**src/rtl/bcd_stopwatch_pkg.sv**
```systemverilog
// Shared types and constants for the cascaded BCD stopwatch controller.
package bcd_stopwatch_pkg;

  localparam int unsigned BCD_W = 4;
  localparam logic [BCD_W-1:0] BCD_MAX = 4'd9;

  typedef logic [1:0] sw_state_t;

  localparam sw_state_t ST_IDLE  = 2'd0;
  localparam sw_state_t ST_RUN   = 2'd1;
  localparam sw_state_t ST_PAUSE = 2'd2;

  // Any value at or above 9 wraps to 0, so 10..15 can never be produced.
  function automatic logic [BCD_W-1:0] bcd_inc(input logic [BCD_W-1:0] v);
    if (v >= BCD_MAX) begin
      return '0;
    end
    return v + 4'd1;
  endfunction

endpackage

```
**src/rtl/bcd_stopwatch_ctrl_digit.sv**
```systemverilog
// One BCD decade of the stopwatch counter with ripple carry to the next decade.
module bcd_digit
  import bcd_stopwatch_pkg::*;
(
  input  logic             clk,
  input  logic             rst_n,
  input  logic             clr,
  input  logic             inc,
  output logic [BCD_W-1:0] value,
  output logic             carry
);

  logic [BCD_W-1:0] value_q;
  logic [BCD_W-1:0] value_d;

  always_comb begin
    value_d = value_q;
    if (clr) begin
      value_d = '0;
    end else if (inc) begin
      value_d = bcd_inc(value_q);
    end
  end

  always_ff @(posedge clk or negedge rst_n) begin
    if (!rst_n) begin
      value_q <= '0;
    end else begin
      value_q <= value_d;
    end
  end

  assign value = value_q;
  assign carry = inc & (value_q == BCD_MAX);

endmodule

```
**src/rtl/bcd_stopwatch_ctrl.sv**
```systemverilog
// BCD stopwatch controller: IDLE/RUN/PAUSE FSM, tick prescaler, cascaded BCD digits.
// Optional lap snapshot/handshake enabled by defining BCD_STOPWATCH_LAP_EN.
module bcd_stopwatch_ctrl
  import bcd_stopwatch_pkg::*;
#(
  parameter int unsigned DIGITS   = 4,
  parameter int unsigned TICK_DIV = 10
) (
  input  logic                      clk,
  input  logic                      rst_n,
  input  logic                      start,
  input  logic                      stop,
  input  logic                      clear,
  input  logic                      lap_req,
  input  logic                      lap_ready,
  output logic [BCD_W*DIGITS-1:0]   count,
  output logic                      running,
  output logic                      overflow,
  output logic                      lap_valid,
  output logic [BCD_W*DIGITS-1:0]   lap_data
);

  localparam logic [15:0] TICK_LAST = 16'(TICK_DIV - 1);

  sw_state_t   state_q;
  sw_state_t   state_d;
  logic [15:0] presc_q;
  logic [15:0] presc_d;
  logic        overflow_q;
  logic        overflow_d;
  logic        tick;
  logic        tick_eff;

  logic [DIGITS:0]               inc_chain;
  logic [BCD_W*DIGITS-1:0]       count_w;

  assign tick     = (state_q == ST_RUN) && (presc_q == TICK_LAST);
  // A same-edge stop or clear swallows the tick.
  assign tick_eff = tick & ~stop & ~clear;

  always_comb begin
    state_d = state_q;
    if (clear) begin
      state_d = ST_IDLE;
    end else if (stop) begin
      if (state_q == ST_RUN) begin
        state_d = ST_PAUSE;
      end
    end else if (start && (state_q == ST_IDLE || state_q == ST_PAUSE)) begin
      state_d = ST_RUN;
    end
  end

  always_comb begin
    presc_d = presc_q;
    if (clear) begin
      presc_d = '0;
    end else begin
      case (state_q)
        ST_RUN: begin
          if (stop && tick) begin
            presc_d = presc_q;
          end else if (tick) begin
            presc_d = '0;
          end else begin
            presc_d = presc_q + 16'd1;
          end
        end
        ST_PAUSE: presc_d = presc_q;
        default:  presc_d = '0;
      endcase
    end
  end

  always_comb begin
    overflow_d = overflow_q | inc_chain[DIGITS];
    if (clear) begin
      overflow_d = 1'b0;
    end
  end

  always_ff @(posedge clk or negedge rst_n) begin
    if (!rst_n) begin
      state_q    <= ST_IDLE;
      presc_q    <= '0;
      overflow_q <= 1'b0;
    end else begin
      state_q    <= state_d;
      presc_q    <= presc_d;
      overflow_q <= overflow_d;
    end
  end

  assign inc_chain[0] = tick_eff;

  for (genvar g = 0; g < DIGITS; g++) begin : g_digit
    bcd_digit u_digit (
      .clk   (clk),
      .rst_n (rst_n),
      .clr   (clear),
      .inc   (inc_chain[g]),
      .value (count_w[BCD_W*g +: BCD_W]),
      .carry (inc_chain[g+1])
    );
  end

  assign count    = count_w;
  assign running  = (state_q == ST_RUN);
  assign overflow = overflow_q;

`ifdef BCD_STOPWATCH_LAP_EN
  logic                    lap_valid_q;
  logic                    lap_valid_d;
  logic [BCD_W*DIGITS-1:0] lap_data_q;
  logic [BCD_W*DIGITS-1:0] lap_data_d;

  // Handshake completion takes precedence, so a same-edge lap_req is dropped.
  always_comb begin
    lap_valid_d = lap_valid_q;
    lap_data_d  = lap_data_q;
    if (clear) begin
      lap_valid_d = 1'b0;
    end else if (lap_valid_q) begin
      if (lap_ready) begin
        lap_valid_d = 1'b0;
      end
    end else if (lap_req && (state_q == ST_RUN || state_q == ST_PAUSE)) begin
      lap_valid_d = 1'b1;
      lap_data_d  = count_w;
    end
  end

  always_ff @(posedge clk or negedge rst_n) begin
    if (!rst_n) begin
      lap_valid_q <= 1'b0;
      lap_data_q  <= '0;
    end else begin
      lap_valid_q <= lap_valid_d;
      lap_data_q  <= lap_data_d;
    end
  end

  assign lap_valid = lap_valid_q;
  assign lap_data  = lap_data_q;
`else
  logic lap_unused;

  assign lap_unused = lap_req | lap_ready;
  assign lap_valid  = 1'b0;
  assign lap_data   = '0;
`endif

endmodule
```
**config.mk**
```make
export PLATFORM = sky130hd
export DESIGN_NAME = bcd_stopwatch_ctrl
export DESIGN_NICKNAME = d
export VERILOG_FILES = /design/src/rtl/bcd_stopwatch_pkg.sv /design/src/rtl/bcd_stopwatch_ctrl_digit.sv /design/src/rtl/bcd_stopwatch_ctrl.sv
export SDC_FILE = /design/constraint.sdc
export NUM_CORES = 1
export LEC_CHECK = 0
export CORE_ASPECT_RATIO = 1.5
export CORE_MARGIN = 5
export CORE_UTILIZATION = 35
export CTS_BUF_LIST = sky130_fd_sc_hd__clkbuf_2 sky130_fd_sc_hd__clkbuf_4 sky130_fd_sc_hd__clkbuf_8
export CTS_CLUSTER_DIAMETER = 30
export CTS_CLUSTER_SIZE = 30
export DETAILED_ROUTE_END_ITERATION = 8
export PLACE_DENSITY = 0.59
export SLEW_MARGIN = 0
export SYNTH_ARGS = -nofsm -noshare
export SYNTH_HDL_FRONTEND = slang
export SYNTH_SLANG_ARGS = --single-unit
```
**constraint.sdc**
```tcl
create_clock -name clk -period 2.3 [get_ports clk]
set_input_delay 0.69 -clock clk [delete_from_list [all_inputs] [get_ports clk]]
set_output_delay 0.69 -clock clk [all_outputs]
set_load 0.05 [all_outputs]
```
Word-level counts from Yosys, hierarchy flattened
Index checks and enable logic that the tools add are counted.
{ "word_totals": {"word_cells": 84, "ff_bits": 35, "output_inout_bits": 35} }
{ "op_classes": {"eq_ne": 10, "bitwise_logic": 9, "n_mux": 37, "magnitude_cmp": 4, "add_sub_neg": 5, "n_reduce_logical": 12} }
{ "ops": {"columns": ["cell", "n"], "rows": [
  ["$mux W4", 16],
  ["$mux W16", 3],
  ["$pmux W16 S2", 1],
  ["$add A16 B1 Y16 const B", 1],
  ["$add A4 B1 Y4 const B", 4],
  ["$eq A16 B4 Y1 const B", 1],
  ["$eq A4 B4 Y1 const B", 4],
  ["$ge A4 B4 Y1 const B", 4],
  ["$mux W1", 13],
  ["$mux W2", 4],
  ["$reduce_bool A2 Y1", 4],
  ["$and A1 B1 Y1", 6],
  ["$reduce_and A2 Y1", 2],
  ["$logic_and A1 B1 Y1", 3],
  ["$ne A3 B1 Y1 const B", 1],
  ["$ne A3 B3 Y1 const B", 1],
  ["$reduce_bool A3 Y1", 1],
  ["$eq A2 B1 Y1 const B", 1],
  ["$eq A2 B2 Y1 const B", 1],
  ["$logic_not A2 Y1", 1],
  ["$ne A2 B2 Y1 const B", 1],
  ["$not A1 Y1", 2],
  ["$logic_or A1 B1 Y1", 1],
  ["$or A1 B1 Y1", 1]
]} }

Logic depth before layout (Yosys ltp)
Gate-level depths: netlist of the first run.
{ "logic_depth": {"depth_word": 12, "ltp_mapped": 8} }

Modules after synthesis
Synthesis of the first run repeated with hierarchy kept, for this count alone.
{ "hier_totals": {"hier_cells": 244, "area_unflattened_um2": 2304.7} }
{ "by_module_without_submodules": {"columns": ["mod", "instances", "area_per_inst_um2", "cells_each", "seq_area_each_um2"], "rows": [
  ["bcd_stopwatch_ctrl", 1, 1193.6, 132, 475.5],
  ["bcd_digit", 4, 277.8, 28, 100.1]
]} }

Worst setup path after synthesis of the first run
Ideal clock, no wire load.
{ "synth_timing": {"path_kind": "reg-to-reg", "startpoint": "register g_digit[0].u_digit.value_q[1]", "endpoint": "register g_digit[0].u_digit.value_q[2]", "setup_time_ns": 0.065, "setup_slack_ns": 0.070, "arrival_ns": 2.165, "path_buffers": 0, "synth_period_minus_slack_ns": 2.230, "required_ns": 2.235, "stages_incl_launch_ff": 7, "path_cell_list": "dfrtp_1 -> inv_1 -> ha_1 -> or3b_2 -> a2111o_1 -> a211oi_1 -> a21o_1"} }
{ "synth_between": {"elab_chain_len": 7} }
{ "synth_rtl": {"columns": ["element", "line_no", "text"], "rows": [
  ["from (decl)", "bcd_stopwatch_ctrl_digit.sv:13", "logic [BCD_W-1:0] value_q;"],
  ["from (signal assigned)", "bcd_stopwatch_ctrl_digit.sv:29", "value_q <= value_d;"],
  ["$ge A4 B4 Y1", "bcd_stopwatch_pkg.sv:15", "if (v >= BCD_MAX) begin"],
  ["$mux W1", "bcd_stopwatch_pkg.sv:15", null],
  ["$mux W1", "bcd_stopwatch_ctrl_digit.sv:20", "end else if (inc) begin"],
  ["$mux W1", "bcd_stopwatch_ctrl_digit.sv:18", "if (clr) begin"],
  ["$mux W4 *", "bcd_stopwatch_pkg.sv:18", "return v + 4'd1;"],
  ["$mux W4 *", "bcd_stopwatch_ctrl_digit.sv:20", null],
  ["$mux W4 *", "bcd_stopwatch_ctrl_digit.sv:18", null]
]} }
Every way passes the cells marked *; elsewhere a longest branch is shown, timed or not. The select of a mux whose other input is x is not followed.
A chain may end at the register's enable or synchronous reset.

Worst setup path after layout of the first run
{ "layout_timing": {"startpoint": "register g_digit[3].u_digit.value_q[3]", "endpoint": "output count[15]"} }
{ "layout_lines": {"columns": ["element", "line_no", "text"], "rows": [
  ["from (decl)", "bcd_stopwatch_ctrl_digit.sv:13", null],
  ["from (signal assigned)", "bcd_stopwatch_ctrl_digit.sv:29", null],
  ["to (decl)", "bcd_stopwatch_ctrl.sv:16", "output logic [BCD_W*DIGITS-1:0] count,"]
]} }
No word-level cell between the ends.

==> out/summary.txt, run 1 <==
status - finished clean
fin util - 0.4259
area post-placement - 2659 µm²
Die W - 77.08 µm
DRC - 0
Simple-Gate Fraction of Synth Area - 0.2474
initial core utilization - 0.3617
layout cells sized above 1 - 0.1479
cell count along the critical path - 1
Hold WC Path Type - flip-flop to flip-flop
share of total power in sequential cells - 0.463
min Tclk post-route - 2241 ps
Non-Filler Instances - 360
Compound-Gate Fraction of Synth Area - 0.1695
Pleak - 1.206 nW
FF+latch count, synth - 35
Slew @ Worst Pin - 506.0 ps
most frequent cells in the layout - 35 x dfrtp_1, 23 x inv_1, 18 x buf_4
Filler cells - 652
fin nets - 304
adder-cell share of the synthesized area - 0.07415
f_max - 446.3 MHz
data arrival time of the worst path - 1550 ps
Async S/R FF share, synth - 1.000
flop2flop setup slack - 280 ps
Seq/Total Area, Yosys - 0.3708
worst hold endpoint - overflow
r2r startpoint - presc_q[1]
die height - 110.6 µm
Psw - 346.0 µW
Slew HR - 0.6621
final instance area - 2781 µm²
Post-Route WL - 5.092 mm
r2r worst-path depth - 7
post-synthesis mux area share - 0.01271
most common cell after layout, fill and taps aside - dfrtp_1
antenna fix cells - 0
Slowest cell on crit path - clkdlybuf4s50_1
cell family contributing the most delay on the critical path - buffers and inverters
H-tree levels - 2
largest net degree at the start of global routing - 36
Final GP Congestion - 0.8437
Hold Crit Depth - 2
Worst Path Required - 1610 ps
Final Worst Setup Slack - 59.25 ps
CTS Buf Count - 5
Clock Pin Slew Worst Setup and Hold Paths - 80 ps
area of the multi-input gates - 1306 µm²
vias in the first global route - 1831
Clk pwr share - 0.437
Internal Power - 995.5 µW
CP Class - flip-flop to output port
Clk Latency, worst-skew pair - 290 ps
Cells after Synth - 249
Buf/Inv on CP - 1
dpl cells - 352
GRT Util Overall - 0.1188
clk sinks - 35
Slew Limit Fails - 0
Post-Syn Area - 2362 µm²
Synth warnings - 0
Worst Path Max Fanout - 6
Setup Buffers After CTS - 0
Max Cap Violations - 0
Pwr Density - 482.3 nW/µm²
combinational power share - 0.100
ys flop type - dfrtp_1
worst hold path startpoint - overflow
TritonRoute pass-1 iters - 4
CTS Buffer Depth - 2
Max VDD drop - 0.1867 mV
I/O pin total - 42
initial antenna violation count - 0
Vias - 1903
CP Cell Sequence - clkdlybuf4s50_1
first-pass GRT wire length - 8.480 mm
CTS tree - done
worst r2r dst - presc_q[10]
hold_ws - 511.7 ps
clock root buffer - clkbuf_8
Critical Path End Type - output port
switch share - 0.2579
XOR/XNOR Fraction of Synth Area - 0.02225
FF+latch area - 875.8 µm²
largest family of logic cells by synthesized area - simple AND/OR/NAND/NOR gates
row count - 36
GRT overflow - 0
Post-Syn Area per Cell - 9.487 µm²
CP max stage delay - 830 ps
Startpoint Class - flip-flop
Tot Pwr - 1.342 mW
Core ar. - 6531 µm²
Setup-failing EPs final - 0
wire per inst - 14.14 µm
final setup TNS - 0 ps
Vias/cell - 5.286
Place WS - -91.35 ps
final hold vios - 0
Worst Skew - 14.87 ps
DRT iter0 DRCs - 60
Area Growth Syn to Fin - 17.74%
Yosys cell types - 62
DP HPWL - 3.817 mm
post-route clock period utilization - 0.9742
Die Area - 8526 µm²
EDFF count, synth - 0
ANT nets after route - 0
# port buffers - 22
Yosys cell counts, types with 2 or more instances:
| cell | n | area, µm² |
|---|---|---|
| nand2_1 | 11 | 41.29 |
| nor2_1 | 12 | 45.04 |
| xnor2_1 | 2 | 17.52 |
| or3_1 | 5 | 31.28 |
| and2_1 | 2 | 12.51 |
| and4_1 | 3 | 26.28 |
| or4_1 | 2 | 15.01 |
| mux2i_1 | 3 | 30.03 |
| nand4_1 | 5 | 31.28 |
| a31oi_1 | 5 | 31.28 |
| and3b_1 | 2 | 17.52 |
| nand3_1 | 14 | 70.07 |
| nor2b_1 | 3 | 18.77 |
| o31ai_1 | 3 | 22.52 |
| nand2b_1 | 5 | 31.28 |
| a21o_1 | 2 | 15.01 |
| nor4_1 | 2 | 12.51 |
| o2bb2ai_1 | 2 | 17.52 |
| buf_4 | 17 | 127.6 |
| a21oi_1 | 11 | 55.05 |
| nor3_1 | 5 | 25.02 |
| or3b_2 | 2 | 17.52 |
| dfrtp_1 | 35 | 875.8 |
| ha_1 | 14 | 175.2 |
| xor2_1 | 4 | 35.03 |
| o22ai_1 | 4 | 25.02 |
| o21ai_0 | 11 | 55.05 |
| o221ai_1 | 2 | 17.52 |
| inv_1 | 23 | 86.33 |
| and3_1 | 3 | 18.77 |
| clkbuf_1 | 4 | 15.01 |
timing repair:
| item | CTS | global route |
|---|---|---|
| hold buffers | 0 | 0 |
| setup endpoints to repair | 0 | 2 |
| resized for setup | 0 | 2 |
power groups by stage:
stage	Clock, mW	Combinational [mW]	Sequential, mW
6_report	0.586	0.134	0.621
4_1_cts	0.608	0.136	0.621
3_5_place_dp	0	0.135	0.633
2_1_floorplan	0	0.115	0.632
3_3_place_gp	0	0.135	0.633
5_1_grt	0.627	0.143	0.621
logic make-up (layout without fill, tap and decap cells):
kind of cell    count (synthesis)  after routing
simple gates                   91             91
compound gates                 54             54
buf+inv                        45             64
flops                          35             35
fa+ha+maj                      14             14
xor+xnor                        6              6
mux                             3              3
other cells                     1             17
metal layers:
layer	track usage	part of all wire
met1	0.1324	0.42
met2	0.2167	0.53
met3	0.02036	0.036
met4	0.05046	0.017
met5	0	0
layout make-up:
type | count | area share
multi-input combinational | 185 | 0.4696
sequential | 35 | 0.3149
timing repair buffer | 33 | 0.1080
tap | 76 | 0.03419
inverter | 23 | 0.03104
clock buffer | 6 | 0.02969
clock inverter | 2 | 0.01260
how the worst max path moves through the flow:
stage | slack (ps) | startpoint | to
final | 60 | g_digit[3].u_digit.value[3] | count[15]
after global placement | -70 | stop | g_digit[2].u_digit.value[2]
after detailed placement | -90 | stop | g_digit[1].u_digit.value[1]
after floorplan | 70 | g_digit[0].u_digit.value[1] | g_digit[0].u_digit.value[2]
after global routing | -5 | g_digit[2].u_digit.value[3] | count[11]
after CTS | 40 | g_digit[2].u_digit.value[2] | count[10]
sequential cells by signal, summed over array words and instances (netlist names):
signal	count
state_q	2
presc_q	16
overflow	1
g_digit.u_digit.value	16
No activity file was read; power rests on OpenSTA's default activity.
==> run 2, diff against run 1 <==
--- a/config.mk
+++ b/config.mk
@@ -13,6 +13,7 @@
 export CTS_CLUSTER_SIZE = 30
 export DETAILED_ROUTE_END_ITERATION = 8
 export PLACE_DENSITY = 0.59
+export RECOVER_POWER = 100
 export SLEW_MARGIN = 0
 export SYNTH_ARGS = -nofsm -noshare
 export SYNTH_HDL_FRONTEND = slang
==> out/summary.txt, run 2 (synthesis results as in run 1) <==
cell family contributing the most delay on the critical path - buffers and inverters
Slew Limit Fails - 0 (unchanged)
clk sinks - 35 (unchanged)
DRT iter0 DRCs - 70 (+17%)
Slew @ Worst Pin - 903.4 ps (+397.4 ps)
# port buffers - 22 (unchanged)
H-tree levels - 2 (unchanged)
final hold vios - 0 (unchanged)
Slowest cell on crit path - clkdlybuf4s50_1
Critical Path End Type - output port
CP Cell Sequence - clkdlybuf4s50_1
status - finished clean
Hold WC Path Type - flip-flop to flip-flop
largest net degree at the start of global routing - 36 (unchanged)
Setup Buffers After CTS - 0 (unchanged)
dpl cells - 352 (unchanged)
Slew HR - 0.3977 (-0.2644)
Final GP Congestion - 0.8437 (unchanged)
fin nets - 304 (unchanged)
Final Worst Setup Slack - 56.82 ps (-2.438 ps)
Vias/cell - 5.281 (-0.11%)
layout cells sized above 1 - 0.1021 (-0.04577)
ANT nets after route - 0 (unchanged)
wire per inst - 14.15 µm (about the same)
TritonRoute pass-1 iters - 4 (unchanged)
Buf/Inv on CP - 1 (unchanged)
CTS Buf Count - 5 (unchanged)
GRT Util Overall - 0.1188 (unchanged)
vias in the first global route - 1831 (unchanged)
Vias - 1901 (-0.11%)
CP Class - flip-flop to output port
I/O pin total - 42 (unchanged)
Max VDD drop - 0.1866 mV (about the same)
Post-Route WL - 5.094 mm (about the same)
flop2flop setup slack - 280 ps (about the same)
DRC - 0 (unchanged)
most common cell after layout, fill and taps aside - dfrtp_1
Pleak - 1.118 nW (-7.3%)
Tot Pwr - 1.335 mW (-0.49%)
Area Growth Syn to Fin - 13.93%
die height - 110.6 µm (unchanged)
Die W - 77.08 µm (unchanged)
CTS tree - done
initial antenna violation count - 0 (unchanged)
Clk Latency, worst-skew pair - 290 ps (about the same)
hold_ws - 506.5 ps (-5.195 ps)
data arrival time of the worst path - 1550 ps (about the same)
most frequent cells in the layout - 35 x dfrtp_1, 23 x inv_1, 17 x conb_1
Core ar. - 6531 µm² (unchanged)
min Tclk post-route - 2243 ps (+2.438 ps)
Clock Pin Slew Worst Setup and Hold Paths - 80 ps (about the same)
f_max - 445.8 MHz (-0.11%)
initial core utilization - 0.3617 (unchanged)
Worst Path Max Fanout - 6 (unchanged)
Die Area - 8526 µm² (unchanged)
Non-Filler Instances - 360 (unchanged)
Filler cells - 665 (+2.0%)
antenna fix cells - 0 (unchanged)
Worst Path Required - 1610 ps (about the same)
Pwr Density - 496.0 nW/µm² (+2.8%)
CTS Buffer Depth - 2 (unchanged)
DP HPWL - 3.817 mm (unchanged)
Worst Skew - 16.05 ps (+1.184 ps)
Startpoint Class - flip-flop
row count - 36 (unchanged)
CP max stage delay - 830 ps (about the same)
clock root buffer - clkbuf_8
post-route clock period utilization - 0.9753 (+0.001060)
Setup-failing EPs final - 0 (unchanged)
Place WS - -91.35 ps (unchanged)
GRT overflow - 0 (unchanged)
Max Cap Violations - 0 (unchanged)
first-pass GRT wire length - 8.480 mm (unchanged)
## run 2: cell count changes in the layout (fill, tap and decap cells not counted), sizes merged
cell / change
buf: -12
dlymetal6s2s: -2
dlygate4sd3: +2
clkbuf: +14
clkdlybuf4s50: -2
## run 2: final cells by class
class / count / area (µm²) / share of cell area
multi-input cells: 185 / 1291 / 0.4798
flip-flops and latches: 35 / 875.8 / 0.3254
repair buffers: 33 / 225.2 / 0.08368
well taps: 76 / 95.09 / 0.03533
inverters: 23 / 86.33 / 0.03208
clock buffers: 6 / 82.58 / 0.03068
clock inverters: 2 / 35.03 / 0.01302
## run 2: power by group
part	internal (mW)	switching, mW	leakage, nW
sequential	0.617	0.00389	0.488
combinational	0.0215	0.106	0.569
clock	0.351	0.235	0.0612
## run 2: what timing repair did
action / in CTS / in global routing
resized for setup: 0 / 2
endpoints found under the setup margin: 0 / 2
hold buffers: 0 / 0
## run 2: path summary, 6_finish.rpt
check | cells past startpoint | to | from
worst min register to register | 2 | overflow | overflow
min in group asynchronous | 2 | g_digit[3].u_digit.value[1] | rst_n
max in group asynchronous | 2 | presc_q[9] | rst_n
worst max-delay path | 1 | count[11] | g_digit[2].u_digit.value[3]
worst min-delay path | 2 | overflow | overflow
worst max register to register | 7 | presc_q[10] | presc_q[1]
## run 2: layer usage
| layer | wire, µm | track usage | share of wire |
|---|---|---|---|
| met2 | 2694 | 0.2167 | 0.53 |
| met4 | 97 | 0.05046 | 0.019 |
| met1 | 2120 | 0.1324 | 0.42 |
| met5 | 0 | 0 | 0 |
| met3 | 182 | 0.02036 | 0.036 |
## run 2: per-stage QoR
stage	TNS, ps	instance area, µm²	utilization
floorplan	0	2422	-
global placement	-255.2	2659	0.4071
detailed placement	-399.7	2659	0.4071
CTS	0	2776	0.4251
global route	-4.629	2691	0.4121
finish	0	2691	0.4121
==> run 3, diff against run 2 <==
--- a/config.mk
+++ b/config.mk
@@ -12,7 +12,7 @@
 export CTS_CLUSTER_DIAMETER = 30
 export CTS_CLUSTER_SIZE = 30
 export DETAILED_ROUTE_END_ITERATION = 8
-export PLACE_DENSITY = 0.59
+export PLACE_DENSITY = 0.64
 export RECOVER_POWER = 100
 export SLEW_MARGIN = 0
 export SYNTH_ARGS = -nofsm -noshare
==> out/summary.txt, run 3 (synthesis results as in run 1) <==
Setup-failing EPs final - 0 (unchanged)
# port buffers - 22 (unchanged)
CP Class - flip-flop to output port
Tot Pwr - 1.199 mW (-10%)
CP Launch Point - g_digit[2].u_digit.value[3]
Slew @ Worst Pin - 889.9 ps (-13.46 ps)
Max VDD drop - 0.3060 mV (+64%)
Clock Pin Slew Worst Setup and Hold Paths - 70 ps (about the same)
CTS Buf Count - 5 (unchanged)
final hold vios - 0 (unchanged)
Buf/Inv on CP - 1 (unchanged)
Critical Path End Type - output port
clk sinks - 35 (unchanged)
flop2flop setup slack - 190 ps (-90 ps)
Worst Path Required - 1610 ps (about the same)
Setup Buffers After CTS - 0 (unchanged)
layout cells sized above 1 - 0.09894 (-0.003173)
Hold WC Path Type - flip-flop to flip-flop
Core ar. - 6531 µm² (unchanged)
most frequent cells in the layout - 35 x dfrtp_1, 23 x inv_1, 17 x conb_1
worst setup path endpoint - count[11]
initial antenna violation count - 0 (unchanged)
Pleak - 1.100 nW (-1.6%)
GRT overflow - 0 (unchanged)
most common cell after layout, fill and taps aside - dfrtp_1
switch share - 0.2712 (+0.01265)
CP max stage delay - 830 ps (about the same)
data arrival time of the worst path - 1550 ps (about the same)
combinational power share - 0.105 (+0.009)
CTS tree - done
Vias/cell - 5.240 (-0.78%)
f_max - 445.9 MHz (about the same)
Psw - 325.3 µW (-5.8%)
Pwr Density - 450.5 nW/µm² (-9.2%)
vias in the first global route - 1900 (+3.8%)
row count - 36 (unchanged)
Slew HR - 0.4067 (+0.008973)
area of the multi-input gates - 1296 µm² (+0.39%)
initial core utilization - 0.3617 (unchanged)
Die W - 77.08 µm (unchanged)
ANT nets after route - 0 (unchanged)
DRC - 0 (unchanged)
Max Cap Violations - 0 (unchanged)
Final GP Congestion - 0.8088 (-4.1%)
Internal Power - 874.1 µW (-12%)
Slowest cell on crit path - clkdlybuf4s50_1
Slew Limit Fails - 0 (unchanged)
CTS Buffer Depth - 2 (unchanged)
r2r worst-path depth - 8 (+1)
min Tclk post-route - 2243 ps (-0.5877 ps)
Vias - 1881 (-1.1%)
Startpoint Class - flip-flop
cts hold-fix bufs - 0 (unchanged)
r2r startpoint - presc_q[1]
clock root buffer - clkbuf_8
unrepaired setup endpoints after global routing - no
I/O pin total - 42 (unchanged)
wire per inst - 13.91 µm (-1.7%)
DP HPWL - 3.828 mm (+0.30%)
Die Area - 8526 µm² (unchanged)
cell count along the critical path - 1 (unchanged)
share of total power in sequential cells - 0.518 (+0.053)
DRT iter0 DRCs - 68 (-2.9%)
post-CTS sizing - 0 (unchanged)
fin nets - 303 (-0.33%)
Post-Route WL - 4.993 mm (-2.0%)
Filler cells - 675 (+1.5%)
GRT Util Overall - 0.1204 (+0.001642)
largest net degree at the start of global routing - 36 (unchanged)
antenna fix cells - 0 (unchanged)
status - finished clean
H-tree levels - 2 (unchanged)
first-pass GRT wire length - 8.631 mm (+1.8%)
CP Cell Sequence - clkdlybuf4s50_1
Area Growth Syn to Fin - 12.71%
die height - 110.6 µm (unchanged)
fin util - 0.4077 (-0.004406)
TritonRoute pass-1 iters - 4 (unchanged)
cell family contributing the most delay on the critical path - buffers and inverters
Clk pwr share - 0.377 (-0.062)
worst r2r dst - g_digit[3].u_digit.value[3]
Clk Latency, worst-skew pair - 280 ps (about the same)
post-route clock period utilization - 0.9750 (about the same)
Worst Path Max Fanout - 6 (unchanged)
FF+latch area - 875.8 µm² (unchanged)
Worst Skew - 5.762 ps (-10.29 ps)
==> run 3: stage by stage <==
stage / setup TNS (ps) / cell area [µm²] / hold WS [ps] / setup WS [ps] / std cells
3_3_place_gp: -467.7 / 2649 / 482.6 / -100.3 / 351
2_1_floorplan: 0 / 2422 / 394.4 / 69.51 / 265
4_1_cts: 0 / 2738 / 516.1 / 51.21 / 359
6_report: 0 / 2663 / 509.7 / 57.40 / 359
3_5_place_dp: -691.2 / 2649 / 500.0 / -131.1 / 351
5_1_grt: 0 / 2663 / 529.2 / 0.05451 / 359
==> run 3: layout make-up <==
cell class,count,share of cell area
Inverter,23,0.03242
Clock inverter,1,0.001880
Sequential cell,35,0.3289
Clock buffer,7,0.03149
Multi-Input combinational cell,185,0.4868
Timing Repair Buffer,32,0.08271
Tap cell,76,0.03571
==> run 3: worst min-delay path: stages (launching register included) <==
cell	delay, ps
dfrtp_1	350
a31oi_1	50
nor2_1	80
==> run 3: power by group through the flow <==
stage / Clock [mW] / Combinational (mW) / Sequential, mW
6_report: 0.452 / 0.126 / 0.621
5_1_grt: 0.492 / 0.136 / 0.622
3_5_place_dp: 0 / 0.133 / 0.633
2_1_floorplan: 0 / 0.115 / 0.632
3_3_place_gp: 0 / 0.133 / 0.633
4_1_cts: 0.470 / 0.134 / 0.621
==> run 3: worst min path at each step <==
stage,startpoint,endpoint,slack (ps),cells after the start
after global routing,overflow,overflow,530,2
final,overflow,overflow,510,2
after detailed placement,overflow,overflow,500,2
after CTS,overflow,overflow,520,2
after floorplan,rst_n,g_digit[0].u_digit.value[0],390,0
after global placement,overflow,overflow,480,2
==> run 3: routing by layer <==
metal | global-route usage | part of all wire | vias to the layer above
met1 | 0.1324 | 0.40 | 907
met4 | 0.04128 | 0.015 | 0
li1 | - | - | 934
met2 | 0.2229 | 0.54 | 34
met3 | 0.02606 | 0.049 | 6
met5 | 0 | 0 | -
